===== src/rtl/fwd_hazard_ctrl_pkg.sv =====
// Shared encodings and stage-entry widths for the forwarding / hazard controller.
package fwd_hazard_ctrl_pkg;

  typedef enum logic [1:0] {
    FWD_REG = 2'b00,
    FWD_WB  = 2'b01,
    FWD_MEM = 2'b10
  } fwd_sel_e;

  localparam int REG_ZERO = 0;

  // Stage entries: EX {valid, rs, rt, rd, reg_write, mem_read}; MEM/WB {valid, rd, reg_write}
  localparam int REG_W_DEF   = 5;
  localparam int EX_CTRL_W   = 3;
  localparam int WB_CTRL_W   = 2;
  localparam int EX_ENTRY_W  = EX_CTRL_W + 3 * REG_W_DEF;
  localparam int MEM_ENTRY_W = WB_CTRL_W + REG_W_DEF;
  localparam int WB_ENTRY_W  = WB_CTRL_W + REG_W_DEF;

endpackage


===== src/rtl/fwd_hazard_ctrl_sel_unit.sv =====
// Priority compare for one ALU operand: MEM result beats WB result beats register file.
module fwd_sel_unit
  import fwd_hazard_ctrl_pkg::*;
#(
  parameter int REG_W = 5
) (
  input  logic             ex_vld,
  input  logic [REG_W-1:0] src,
  input  logic             mem_vld,
  input  logic             mem_reg_write,
  input  logic [REG_W-1:0] mem_rd,
  input  logic             wb_vld,
  input  logic             wb_reg_write,
  input  logic [REG_W-1:0] wb_rd,
  output logic [1:0]       sel
);

  logic mem_hit;
  logic wb_hit;

  assign mem_hit = mem_vld & mem_reg_write & (mem_rd != REG_W'(REG_ZERO)) & (mem_rd == src);
  assign wb_hit  = wb_vld & wb_reg_write & (wb_rd != REG_W'(REG_ZERO)) & (wb_rd == src);

  always_comb begin
    sel = FWD_REG;
    if (ex_vld) begin
      if (mem_hit)     sel = FWD_MEM;
      else if (wb_hit) sel = FWD_WB;
    end
  end

endmodule


===== src/rtl/fwd_hazard_ctrl.sv =====
// Forwarding-select and load-use stall controller with an EX/MEM/WB shadow pipeline.
module fwd_hazard_ctrl
  import fwd_hazard_ctrl_pkg::*;
#(
  parameter int REG_W = 5,
  parameter int CNT_W = 16
) (
  input  logic             clk,
  input  logic             rst_n,
  input  logic             id_valid,
  input  logic [REG_W-1:0] id_rs,
  input  logic [REG_W-1:0] id_rt,
  input  logic [REG_W-1:0] id_rd,
  input  logic             id_reg_write,
  input  logic             id_mem_read,
  input  logic             flush,
  output logic [1:0]       fwd_a_sel,
  output logic [1:0]       fwd_b_sel,
  output logic             stall,
  output logic [CNT_W-1:0] stall_count
);

  function automatic logic [CNT_W-1:0] sat_inc(input logic [CNT_W-1:0] v);
    return (&v) ? v : v + CNT_W'(1);
  endfunction

  logic             vld_p0, rw_p0, mr_p0;
  logic [REG_W-1:0] rs_p0, rt_p0, rd_p0;
  logic             vld_p1, rw_p1;
  logic [REG_W-1:0] rd_p1;
  logic             vld_p2, rw_p2;
  logic [REG_W-1:0] rd_p2;
  logic             issue;

  assign stall = id_valid & ~flush & vld_p0 & mr_p0 & rw_p0 &
                 (rd_p0 != REG_W'(REG_ZERO)) & ((rd_p0 == id_rs) | (rd_p0 == id_rt));

  // A stalled, flushed or empty ID slot enters EX as a bubble
  assign issue = id_valid & ~stall & ~flush;

  // p0 = EX, p1 = MEM, p2 = WB: control bits reset, register indices free-run
  always_ff @(posedge clk or negedge rst_n) begin
    if (!rst_n) begin
      vld_p0      <= 1'b0;
      rw_p0       <= 1'b0;
      mr_p0       <= 1'b0;
      vld_p1      <= 1'b0;
      rw_p1       <= 1'b0;
      vld_p2      <= 1'b0;
      rw_p2       <= 1'b0;
      stall_count <= '0;
    end else begin
      vld_p0 <= issue;
      rw_p0  <= issue & id_reg_write;
      mr_p0  <= issue & id_mem_read;
      vld_p1 <= vld_p0;
      rw_p1  <= rw_p0;
      vld_p2 <= vld_p1;
      rw_p2  <= rw_p1;
      if (stall) stall_count <= sat_inc(stall_count);
    end
  end

  always_ff @(posedge clk) begin
    rs_p0 <= id_rs;
    rt_p0 <= id_rt;
    rd_p0 <= id_rd;
    rd_p1 <= rd_p0;
    rd_p2 <= rd_p1;
  end

  fwd_sel_unit #(.REG_W(REG_W)) u_sel_a (
    .ex_vld        (vld_p0),
    .src           (rs_p0),
    .mem_vld       (vld_p1),
    .mem_reg_write (rw_p1),
    .mem_rd        (rd_p1),
    .wb_vld        (vld_p2),
    .wb_reg_write  (rw_p2),
    .wb_rd         (rd_p2),
    .sel           (fwd_a_sel)
  );

  fwd_sel_unit #(.REG_W(REG_W)) u_sel_b (
    .ex_vld        (vld_p0),
    .src           (rt_p0),
    .mem_vld       (vld_p1),
    .mem_reg_write (rw_p1),
    .mem_rd        (rd_p1),
    .wb_vld        (vld_p2),
    .wb_reg_write  (rw_p2),
    .wb_rd         (rd_p2),
    .sel           (fwd_b_sel)
  );

endmodule


===== config.mk =====
export PLATFORM = sky130hd
export DESIGN_NAME = fwd_hazard_ctrl
export DESIGN_NICKNAME = d
export VERILOG_FILES = /design/src/rtl/fwd_hazard_ctrl_pkg.sv /design/src/rtl/fwd_hazard_ctrl_sel_unit.sv /design/src/rtl/fwd_hazard_ctrl.sv
export SDC_FILE = /design/constraint.sdc
export NUM_CORES = 1
export LEC_CHECK = 0
export ABC_AREA = 0
export ABC_CLOCK_PERIOD_IN_PS = 2650
export CAP_MARGIN = 30
export CORE_ASPECT_RATIO = 1.2
export CORE_MARGIN = 2
export CORE_UTILIZATION = 44
export CTS_CLUSTER_DIAMETER = 50
export CTS_CLUSTER_SIZE = 10
export DETAILED_ROUTE_END_ITERATION = 6
export GPL_ROUTABILITY_DRIVEN = 0
export GPL_TIMING_DRIVEN = 0
export PLACE_DENSITY = 0.82
export SLEW_MARGIN = 10
export SYNTH_ARGS = -nofsm -noshare
export SYNTH_HDL_FRONTEND = slang
export SYNTH_SLANG_ARGS = --single-unit

===== constraint.sdc =====
create_clock -name clk -period 2.65 [get_ports clk]
set_clock_uncertainty 0.05 [all_clocks]
set_input_delay 0.265 -clock clk [delete_from_list [all_inputs] [get_ports clk]]
set_output_delay 0.265 -clock clk [all_outputs]
set_load 0.05 [all_outputs]

==> reports/results.ini <==
[status]
outcome=finished, final reports clean

[logic_synthesis]
synth_commonest_cells=xnor2_1, dfxtp_1, dfrtp_1
avgSynthCellArea_um2=11.91
synth_edf_count=0
syn_nets=187
synth_largest_area_cell=dfrtp_1
ys.flop_type=dfxtp_1
synthTopCellsByArea=dfrtp_1, dfxtp_1, xnor2_1
synth_top_area_share_pct=29.28
synthesis.area_um2=1966
synth-seq-area-share_pct=54.74
synthArstFlopShare_pct=47.92
syn-instance-count=165
synth-seq-cells=48
synth_warnings=0
synth.most_common_cell=xnor2_1
netlist-cell-type-count=34

[clocking]
cts_tree=yes
root_buffer=clkbuf_8
postCtsSetupRepairBufs=0
holdBufCountCts=0
clock_sinks=48
clk_path_buf_depth=2
clk_latency_ns=0.30
cts.clk_slew.worst_paths_ns=0.09
cts_buffers=5
cts_max_level=2

[timing]
final.min_clock_period_ns=2.551
fin_crit_sh_pct=96.26
hold_viol_final=0
max_freq_mhz=392.0
drv_slew=0
setup_viol=0
whs_ns=0.2090
slew_headroom_pct=66.30
worst_pin_slew_ns=0.5040
rsz0062_at_grt=false

[route]
wl_um=3847
wl_per_cell_um=14.20
drc=0
postRouteAntennaNets=0
vias_per_cell=5.026
vias=1362
drtPass1Iterations=5
drt_iter0_drc=42

[setup_path]
cp_top_family=simple AND/OR/NAND/NOR gates
slowest_delay_ns=0.55
cp.arrival_ns=2.24
cp.buffers_inverters=1
cp_cell_sequence=or4_1 > o211ai_1 > nor4_1 > nor3_1 > clkdlybuf4s15_1
crit_required_ns=2.34
critPathLaunchType=flip-flop
critical_path.slowest_cell=or4_1
crit_type=flip-flop to output port
cp_max_fo=4
crit_path_end_kind=output port

[floorplan]
rows=26
dieWidth_um=65.02
io_pins=42
core_um2=4262
dieArea_um2=5020
initial_utilization_pct=46.12
die_h_um=77.22

[power]
cellPowerDensity_nw_per_um2=531.5
p_leak_nw=1.051
ir_drop_mv=0.3165

[grt]
track_usage_pct=17.67
grt_max_degree=17
antenna_found_initial=0
grt_overflow=0
grt_pass1_wl_um=6720
grt_pass1_vias=1422

[placement]
placed_area_um2=2467
place_hpwl_um=2992
numPortBuffers=41

[finish]
nets=236
final_cell_area_um2=2566
area_growth_pct=30.55
drive_gt1_share_pct=10.23
antenna_cells=0

[min_path]
hp-class=primary input to async pin

[run]
maxCapViolations=0

==> worst paths after layout <==
check	from	to	slack, ns	depth (start not counted)
min in group clk	rw_p1	rw_p2	0.34	0
worst max-delay path	rd_p1[0]	fwd_a_sel[0]	0.1	5
max in group asynchronous	rst_n	stall_count[6]	1.89	2
worst min-delay path	rst_n	stall_count[13]	0.21	1
worst max register to register	stall_count[0]	stall_count[1]	0.63	6
worst min register to register	rw_p1	rw_p2	0.34	0
==> state kept, by name (all words and copies together) (netlist names) <==
register,count
rd_p1,5
rd_p0,5
rt_p0,5
vld_p2,1
rw_p2,1
rd_p2,5
vld_p0,1
mr_p0,1
vld_p1,1
rw_p0,1
rs_p0,5
stall_count,16
rw_p1,1
==> repair_timing <==
item | CTS | global route
resized for setup | 6 | 5
gates cloned | 0 | 0
setup endpoints to repair | 5 | 3
==> layout make-up <==
type	count	area [um^2]
Buffer	1	5.005
Clock buffer	6	93.84
Clock inverter	2	17.52
Fill cell	349	1695
Inverter	2	7.507
Multi-Input combinational cell	114	883.3
Sequential cell	48	1076
Tap cell	56	70.07
Timing Repair Buffer	42	412.9
==> placed cells by master (no fill, tap or decap), types with 2 or more instances in the layout <==
master,netlist,routed
dfrtp_1,23,23
nand2_1,7,7
dlygate4sd2_1,0,2
nand2b_1,2,2
clkdlybuf4s50_1,0,36
nor4_1,4,3
nand4_1,5,5
and3_1,6,6
or4_1,3,3
nand3_1,12,12
xor2_1,13,13
clkbuf_2,0,2
dfxtp_1,25,25
nor3_1,3,3
and2_1,5,5
mux2_1,2,2
xnor2_1,30,30
nor2b_1,2,2
nor2_1,2,2
nand3_2,2,2
a211oi_1,2,2
clkbuf_8,0,5
clkinv_4,0,2
inv_1,2,2
==> logic make-up after synthesis <==
logic type / share of synthesized area [%]
AOI/OAI and AO/OA: 4.010
DFF: 54.74
xor gates and xnor gates: 19.16
adders and majority gates: 0.6364
buffers and inverters: 0.6364
muxes: 1.909
and+or+nand+nor: 18.91
==> stage by stage <==
stage          utilization, %  total power [mW]   TNS, ns  std cells  worst slack (ns)
2_1_floorplan               -            0.8367         0        165            0.1194
3_3_place_gp            57.55            0.8885   -0.1120        262           -0.1120
3_5_place_dp            57.90            0.8944   -0.1807        263           -0.1790
4_1_cts                 60.39             1.379  -0.03338        271          -0.03338
5_1_grt                 60.22             1.429         0        271          0.003274
6_report                60.22             1.364         0        271           0.09911
==> report_power, final <==
group          leakage [nW]  internal, mW  switching (mW)
sequential            0.527         0.751          0.0247
combinational         0.468        0.0599          0.0398
clock                0.0565         0.246           0.242
==> layer usage <==
metal	GRT usage, %	routed length, um	up-vias
met4	7.708	97	0
met2	30.82	2058	27
li1	-	-	674
met3	4.252	142	7
met5	0	0	-
met1	20.27	1549	654
(Power assumes the default switching activity.)
